==> src/rtl/pipe_pkg.sv <==
// Shared types and per-boundary field widths for the 5-stage core pipeline registers.
package pipe_pkg;

  typedef enum logic [1:0] {
    EMPTY = 2'd0,
    ONE   = 2'd1,
    TWO   = 2'd2
  } skid_state_e;

  localparam int PIPE_CTRL_W   = 16;
  localparam int PIPE_DATA_W   = 112;

  localparam int IF_ID_CTRL_W  = 16;
  localparam int IF_ID_DATA_W  = 112;
  localparam int ID_EX_CTRL_W  = 16;
  localparam int ID_EX_DATA_W  = 112;
  localparam int EX_MEM_CTRL_W = 16;
  localparam int EX_MEM_DATA_W = 112;
  localparam int MEM_WB_CTRL_W = 16;
  localparam int MEM_WB_DATA_W = 112;

  // Held-entry count from the skid FSM state.
  function automatic logic [1:0] state_occ(input skid_state_e s);
    case (s)
      ONE:     return 2'd1;
      TWO:     return 2'd2;
      default: return 2'd0;
    endcase
  endfunction

endpackage

==> src/rtl/pipe_stage_slot.sv <==
// One pipeline storage entry: valid bit, control field (zeroed whenever invalid) and data field.
module pipe_stage_slot #(
  parameter int CTRL_W = 16,
  parameter int DATA_W = 112
) (
  input  logic              clk,
  input  logic              reset_n,
  input  logic              kill,
  input  logic              load,
  input  logic              clear,
  input  logic [CTRL_W-1:0] load_ctrl,
  input  logic [DATA_W-1:0] load_data,
  output logic              valid,
  output logic [CTRL_W-1:0] ctrl,
  output logic [DATA_W-1:0] data
);

  logic              valid_reg;
  logic [CTRL_W-1:0] ctrl_reg;
  logic [DATA_W-1:0] data_reg;

  // Kill beats load beats clear; data only ever changes on load or reset.
  always_ff @(posedge clk or negedge reset_n) begin
    if (!reset_n) begin
      valid_reg <= 1'b0;
      ctrl_reg  <= '0;
      data_reg  <= '0;
    end else if (kill) begin
      valid_reg <= 1'b0;
      ctrl_reg  <= '0;
    end else if (load) begin
      valid_reg <= 1'b1;
      ctrl_reg  <= load_ctrl;
      data_reg  <= load_data;
    end else if (clear) begin
      valid_reg <= 1'b0;
      ctrl_reg  <= '0;
    end
  end

  assign valid = valid_reg;
  assign ctrl  = ctrl_reg;
  assign data  = data_reg;

endmodule

==> src/rtl/pipe_stage_reg.sv <==
// Elastic valid/ready pipeline stage register with flush and bubble control zeroing.
// Define PIPE_SKID_EN for a two-entry skid version whose in_ready is registered-state only.
module pipe_stage_reg
  import pipe_pkg::*;
#(
  parameter int CTRL_W = PIPE_CTRL_W,
  parameter int DATA_W = PIPE_DATA_W
) (
  input  logic              clk,
  input  logic              reset_n,
  input  logic              flush,
  input  logic              in_valid,
  output logic              in_ready,
  input  logic [CTRL_W-1:0] in_ctrl,
  input  logic [DATA_W-1:0] in_data,
  output logic              out_valid,
  input  logic              out_ready,
  output logic [CTRL_W-1:0] out_ctrl,
  output logic [DATA_W-1:0] out_data,
  output logic [1:0]        occ
);

  logic accept;
  logic rel;

  assign accept = in_valid && in_ready;
  assign rel    = out_valid && out_ready;

`ifdef PIPE_SKID_EN

  skid_state_e       state_reg;
  skid_state_e       state_next;
  logic              head_load;
  logic              head_clear;
  logic              skid_load;
  logic              skid_clear;
  logic              skid_valid;
  logic [CTRL_W-1:0] skid_ctrl;
  logic [DATA_W-1:0] skid_data;
  logic [CTRL_W-1:0] head_src_ctrl;
  logic [DATA_W-1:0] head_src_data;

  // reset_n gating keeps in_ready low while reset is held.
  assign in_ready = reset_n && !flush && (state_reg != TWO);

  always_ff @(posedge clk or negedge reset_n) begin
    if (!reset_n) begin
      state_reg <= EMPTY;
    end else begin
      state_reg <= state_next;
    end
  end

  always_comb begin
    state_next    = state_reg;
    head_load     = 1'b0;
    head_clear    = 1'b0;
    skid_load     = 1'b0;
    skid_clear    = 1'b0;
    head_src_ctrl = in_ctrl;
    head_src_data = in_data;
    case (state_reg)
      EMPTY: begin
        if (accept) begin
          head_load  = 1'b1;
          state_next = ONE;
        end
      end
      ONE: begin
        if (accept && rel) begin
          head_load = 1'b1;
        end else if (accept) begin
          skid_load  = 1'b1;
          state_next = TWO;
        end else if (rel) begin
          head_clear = 1'b1;
          state_next = EMPTY;
        end
      end
      TWO: begin
        // Promote the skid entry to head; in_ready is low so nothing enters.
        if (rel) begin
          head_load     = 1'b1;
          head_src_ctrl = skid_ctrl;
          head_src_data = skid_data;
          skid_clear    = 1'b1;
          state_next    = ONE;
        end
      end
      default: state_next = EMPTY;
    endcase
    if (flush) begin
      state_next = EMPTY;
    end
  end

  pipe_stage_slot #(
    .CTRL_W (CTRL_W),
    .DATA_W (DATA_W)
  ) u_head (
    .clk       (clk),
    .reset_n   (reset_n),
    .kill      (flush),
    .load      (head_load),
    .clear     (head_clear),
    .load_ctrl (head_src_ctrl),
    .load_data (head_src_data),
    .valid     (out_valid),
    .ctrl      (out_ctrl),
    .data      (out_data)
  );

  pipe_stage_slot #(
    .CTRL_W (CTRL_W),
    .DATA_W (DATA_W)
  ) u_skid (
    .clk       (clk),
    .reset_n   (reset_n),
    .kill      (flush),
    .load      (skid_load),
    .clear     (skid_clear),
    .load_ctrl (in_ctrl),
    .load_data (in_data),
    .valid     (skid_valid),
    .ctrl      (skid_ctrl),
    .data      (skid_data)
  );

  // The skid slot is only ever valid in TWO, so its valid bit selects that count.
  assign occ = skid_valid ? 2'd2 : state_occ(state_reg);

`else

  assign in_ready = reset_n && !flush && (!out_valid || out_ready);

  pipe_stage_slot #(
    .CTRL_W (CTRL_W),
    .DATA_W (DATA_W)
  ) u_head (
    .clk       (clk),
    .reset_n   (reset_n),
    .kill      (flush),
    .load      (accept),
    .clear     (rel),
    .load_ctrl (in_ctrl),
    .load_data (in_data),
    .valid     (out_valid),
    .ctrl      (out_ctrl),
    .data      (out_data)
  );

  assign occ = {1'b0, out_valid};

`endif

endmodule

==> config.mk <==
export PLATFORM = sky130hd
export DESIGN_NAME = pipe_stage_reg
export DESIGN_NICKNAME = d
export VERILOG_FILES = /design/src/rtl/pipe_pkg.sv /design/src/rtl/pipe_stage_slot.sv /design/src/rtl/pipe_stage_reg.sv
export SDC_FILE = /design/constraint.sdc
export NUM_CORES = 1
export LEC_CHECK = 0
export CORE_MARGIN = 8
export CORE_UTILIZATION = 43
export CTS_CLUSTER_DIAMETER = 100
export DETAILED_ROUTE_END_ITERATION = 7
export PLACE_DENSITY = 0.86
export SETUP_SLACK_MARGIN = 0.1
export SLEW_MARGIN = 20
export SYNTH_ARGS = -nofsm -noshare
export SYNTH_HDL_FRONTEND = slang
export SYNTH_SLANG_ARGS = --single-unit
export TNS_END_PERCENT = 50
==> constraint.sdc <==
create_clock -name clk -period 3.5 [get_ports clk]
set_input_delay 0.525 -clock clk [delete_from_list [all_inputs] [get_ports clk]]
set_output_delay 0.525 -clock clk [all_outputs]
set_load 0.01 [all_outputs]
==> results of run 1 <==
-- cells in the mapped netlist, drive strengths merged --
cell type,n,share of area (%)
a221oi,1,0.29
nand2b,1,0.12
dfrtp,129,62
o21bai,1,0.14
buf,17,3.1
nor2b,1,0.12
and3b,1,0.17
and4b,1,0.19
conb,1,0.072
a22o,16,2.7
mux2,112,31
-- per-stage QoR --
| step | setup slack, ps | total power, W | hold slack, ps |
|---|---|---|---|
| global route | 989.7 | 0.005220 | 321.5 |
| global placement | 880.7 | 0.003281 | 470.0 |
| floorplan | 1873 | 0.002468 | 229.4 |
| detailed placement | 830.0 | 0.003327 | 478.4 |
| CTS | 1063 | 0.005069 | 287.5 |
| finish | 1071 | 0.005012 | 259.2 |
-- worst max-delay path: cells and delay by family --
| family | cells | cell delay (ps) |
|---|---|---|
| buffers and inverters | 2 | 1050 |
| AND/OR/NAND/NOR | 2 | 330 |
-- kinds of logic after synthesis --
group	count (synthesis)	synth area share (%)
compound gates	18	3.136
buf+inv	17	3.112
flops	129	62.24
mux	112	30.83
other cells	1	0.07231
simple gates	4	0.6033
-- routing by layer --
metal	track usage (%)	vias up
li1	-	1545
met1	21.92	1764
met2	32.99	172
met3	8.270	21
met4	7.785	0
met5	0	-
-- where the power goes --
part,switching [W],internal [W]
registers,0.000168,0.00177
logic,0.000452,0.000913
clock network,0.000632,0.00108
-- how the worst max path moves through the flow --
stage / slack [ps] / cells past startpoint / end / start
2_1_floorplan: 1870 / 5 / u_head.data[10]$_DFFE_PN0P_ / out_ready
3_3_place_gp: 880 / 5 / u_head.data[88]$_DFFE_PN0P_ / out_ready
3_5_place_dp: 830 / 5 / u_head.data[88]$_DFFE_PN0P_ / out_ready
4_1_cts: 1060 / 4 / in_ready / out_ready
5_1_grt: 990 / 4 / in_ready / out_ready
6_report: 1070 / 4 / in_ready / out_ready
-- cell usage in the layout (no fill, tap or decap), drive strengths merged --
| cell type | synthesis | final |
|---|---|---|
| clkdlybuf4s50 | 0 | 262 |
| dfrtp | 129 | 129 |
| mux2 | 112 | 112 |
| clkbuf | 0 | 21 |
| a22o | 16 | 16 |
| buf | 17 | 11 |
| clkinv | 0 | 6 |
| clkinvlp | 0 | 3 |
| bufinv | 0 | 2 |
| nand2b | 1 | 1 |
| and3b | 1 | 1 |
| and4b | 1 | 1 |
| nor2b | 1 | 1 |
| a221oi | 1 | 1 |
| o21bai | 1 | 1 |
| conb | 1 | 1 |
-- area by class of cell --
cell class	instances	area (sq um)
fillers	765	3396
flip-flops and latches	129	3228
repair buffers	273	2730
multi-input cells	135	1800
clock buffers	21	460.4
well taps	147	183.9
clock inverters	11	112.6
==> results.md, run 1 <==
- Final Non-Filler Cells: 716
- First-pass GRT wire length: 24010 um
- Die area: 15830 sq um
- Synth Register Bits: 129
- Clk_lat worst skew: 420 ps
- GPL Wtd Cong: 0.7343
- Max reg flops: 112
- Port buffer count: 263
- Crit path DAT: 1900 ps
- Post-detail-place hpwl: 11460 um
- CP Cell Sequence: clkdlybuf4s50_1 > nand2b_1 > and3b_1 > clkdlybuf4s50_1
- Cell count after synthesis: 281
- LEAKAGE: 3.716 nW
- Finished layout cell area: 8516 sq um
- Worst Setup Start Kind: input pin
- Slowest stage delay, CP: 560 ps
- Initial antenna violation count: 0
- DRT Pass-1 Iters: 4
- Max Cap Viol: 0
- Final core occ: 71.49%
- Hold_buf cts: 0
- Metal2 WL: 7723 um
- Largest net degree at the start of global routing: 76
- Post-CTS sizing: 0
- Syn avg cell area: 18.46 sq um
- Layout area overhead: 64.20%
- WL/cell: 21.45 um
- Worst r2r path cells: 4
- Reg2reg start: u_head.valid$_DFFE_PN0P_
- Sequential share of the synthesized area: 62.24%
- Core ar.: 11910 sq um
- # setup viols final: 0
- Crit-path slowest cell: clkdlybuf4s50_1
- PD cells: 588.5 nW/um^2
- Die H: 125.8 um
- Placed Instances: 684
- Mapped cell area: 5186 sq um
- Placed cell area: 7943 sq um
- Gr ovfl total: 0
- Clock buffer count from CTS: 17
- Post-CTS setup buffer count: 0
- Setup Skew: 11.47 ps
- Starting DRT DRC Count: 169
- Netlist cell types: 14
- Rel. slew slack: 37.34%
- Post-DRT Antenna Nets: 0
- Worst-margin pin slew: 940.0 ps
- Cell mode on critical path: clkdlybuf4s50_1
- CTS max path bufs: 2
- Tcrit/Tclk final: 69.40%
- Critical path class: input pin to output pin
- Layout cells sized above 1: 23.37%
- Syn. warnings: 0
- H-Tree Depth: 4
- Vias per cell: 4.891
- Crit path max fanout: 3
- F_max: 411.7 MHz
- Reg clk slew, reported paths: 60 ps
- R2R setup slack: 1450 ps
- Final Max Slew Viols: 0
- CP Capture Type: output pin
- VDD IR max: 0.0003329 V
- Met3 routed WL: 1231 um
- Period minus WS final: 2429 ps
- Row cnt: 40
- Starting density of the core: 43.54%
- DR top layer: met4
- GRT Total Usage: 19.72%
- Worst Hold Class: input pin to asynchronous set/reset pin
- Boundary pin count: 265
- Die X: 125.8 um
- Diode count: 0
- Syn nets: 414
- Final wirelength: 15360 um
- Required time worst endpoint: 2970 ps
- CTS tree: yes
- Detailed-route DRC error count: 0
- Vias: 3502
- WL met1: 6124 um
- Number of clock sinks: 129
- RSZ-0062 raised after global routing: no
- Setup_tns: 0 ps
- Final #Nets: 689
- FF-to-FF End: u_head.data[88]$_DFFE_PN0P_
- Hold Fails Final Rpt: 0
- Root Driver: clkbuf_16
- Vias in the first global route: 4158
- Outcome: completed
Note: power is estimated with default switching activity, not from simulation.
==> run 2, diff against run 1 <==
- CORE_UTILIZATION: 43 -> 40
- PLACE_DENSITY: 0.86 -> 0.81
- clock period: 3.5 -> 2.4 ns (I/O delays scaled with it)
==> run 2 against run 1 <==
Combinational power rose by 45%. Design area rose by 0.31%. Clock power rose by 40%. Global-route usage decreased by 1.9 points. Critical path depth stayed put. Die area up 6.5%. Sequential cell count did not move. Clock-buffer cell count increased by 4. First-iteration DRC count down 39%. Largest power group unchanged.
==> results.md, run 2 (synthesis gave the netlist of run 1 again) <==
- Outcome: completed
- Multi-input logic area: 1800 sq um
- Final Max Slew Viols: 0
- Clock buffer count from CTS: 17
- Boundary pin count: 265
- GRT Total Usage: 17.86%
- Worst-margin pin slew: 543.5 ps
- Grt met1 use: 19.71%
- FF+latch area: 3228 sq um
- F_max: 460.5 MHz
- Critical path class: input pin to output pin
- Vias in the first global route: 3963
- Core ar.: 12620 sq um
- Die H: 129.9 um
- Post-CTS setup buffer count: 0
- Clk_lat worst skew: 410 ps
- Root Driver: clkbuf_16
- Worst Setup Start Kind: input pin
- H-Tree Depth: 4
- Starting DRT DRC Count: 103
- Initial antenna violation count: 0
- CP Capture Type: output pin
- Slowest stage delay, CP: 560 ps
- Tcrit/Tclk final: 90.47%
- Required time worst endpoint: 2040 ps
- Gr ovfl total: 0
- Most frequent cells in the layout: clkdlybuf4s50_1, dfrtp_1, mux2_4, mux2_1, clkbuf_16
- CTS max path bufs: 2
- Max reg flops: 112
- Placed Instances: 703
- PD cells: 843.8 nW/um^2
- Met2 GRT Util: 29.92%
- R2R setup slack: 700 ps
- Post-CTS sizing: 0
- Max Cap Viol: 0
- First-pass GRT wire length: 22670 um
- Hold Fails Final Rpt: 0
- Setup_tns: 0 ps
- # setup viols final: 0
- Rel. slew slack: 63.77%
- Number of clock sinks: 129
- Die X: 129.9 um
- M3 GR Usage: 7.956%
- Diode count: 0
- Post-detail-place hpwl: 11100 um
- Crit path max fanout: 5
- Crit path DAT: 1810 ps
- Crit-path slowest cell: clkdlybuf4s50_1
- Largest net degree at the start of global routing: 105
- Period minus WS final: 2171 ps
- Starting density of the core: 41.10%
- Reg clk slew, reported paths: 50 ps
- Vias per cell: 4.678
- Final #Nets: 686
- Layout cells sized above 1: 22.30%
- VDD IR max: 0.0005226 V
- Commonest non-fill, non-tap cell in the layout: clkdlybuf4s50_1
- Vias: 3448
- Busiest grt layer: met2
- Layout area overhead: 64.70%
- Port buffer count: 263
- Post-DRT Antenna Nets: 0
- Die area: 16860 sq um
- Fillcell total: 885
- LEAKAGE: 3.710 nW
- Final Non-Filler Cells: 737
- GPL Wtd Cong: 0.7881
- CTS tree: yes
- Final wirelength: 14990 um
- Row cnt: 41
- RSZ-0062 raised after global routing: no
- WL/cell: 20.34 um
- DRT Pass-1 Iters: 4
- Worst Hold Class: flop to flop
- CP Cell Sequence: dlygate4sd3_1 > buf_4 > and3b_1 > clkdlybuf4s50_1
- Detailed-route DRC error count: 0
- Setup Skew: 4.179 ps
## run 2: layout make-up
class | count | area share (%)
clock buffers | 25 | 5.800
repair buffers | 270 | 32.17
flip-flops and latches | 129 | 37.79
multi-input cells | 135 | 21.08
clock inverters | 6 | 0.6445
well taps | 172 | 2.519
## run 2: where the power goes
| group | switching, W | internal (W) |
|---|---|---|
| Combinational | 0.000657 | 0.00134 |
| Clock | 0.000878 | 0.00152 |
| Sequential | 0.000236 | 0.00258 |
| Total | 0.00177 | 0.00544 |
## run 2: worst paths after layout
check	start	endpoint	cells past startpoint
worst max-delay path	reset_n	in_ready	4
worst min-delay path	u_head.data[97]$_DFFE_PN0P_	u_head.data[97]$_DFFE_PN0P_	1
worst max register to register	u_head.valid$_DFFE_PN0P_	u_head.data[19]$_DFFE_PN0P_	4
worst min register to register	u_head.data[97]$_DFFE_PN0P_	u_head.data[97]$_DFFE_PN0P_	1
max in group asynchronous	reset_n	u_head.data[76]$_DFFE_PN0P_	3
min in group asynchronous	reset_n	u_head.data[100]$_DFFE_PN0P_	3
## run 2: what timing repair did
| action | in CTS | in global routing |
|---|---|---|
| hold buffers | 2 | 0 |
| endpoints found under the setup margin | 0 | 0 |
| hold endpoints to repair | 25 | 0 |
## run 2: worst max-delay path, delay by kind of cell
family | cells | cell delay [ps]
buffers and inverters | 3 | 1280
AND/OR/NAND/NOR | 1 | 170
## run 2: through the flow
step                      hold WS (ps)  area, sq um  power [W]  setup slack, ps  utilization [%]
after floorplan                  64.41         5186   0.003599            853.9                -
after global placement           324.4         7954   0.004799            287.3            63.03
after detailed placement         319.3         7954   0.004850            259.0            63.03
after CTS                        490.6         8534   0.007310            218.7            67.63
after global routing             502.0         8542   0.007543            199.8            67.69
final                            486.3         8542   0.007207            228.7            67.69
## run 2: layer usage
layer	vias up	routed length, um	share of wire, %
met5	-	0	0
met4	0	271	1.8
met3	20	1400	9.3
met2	161	7547	50
met1	1726	5774	39
li1	1541	-	-
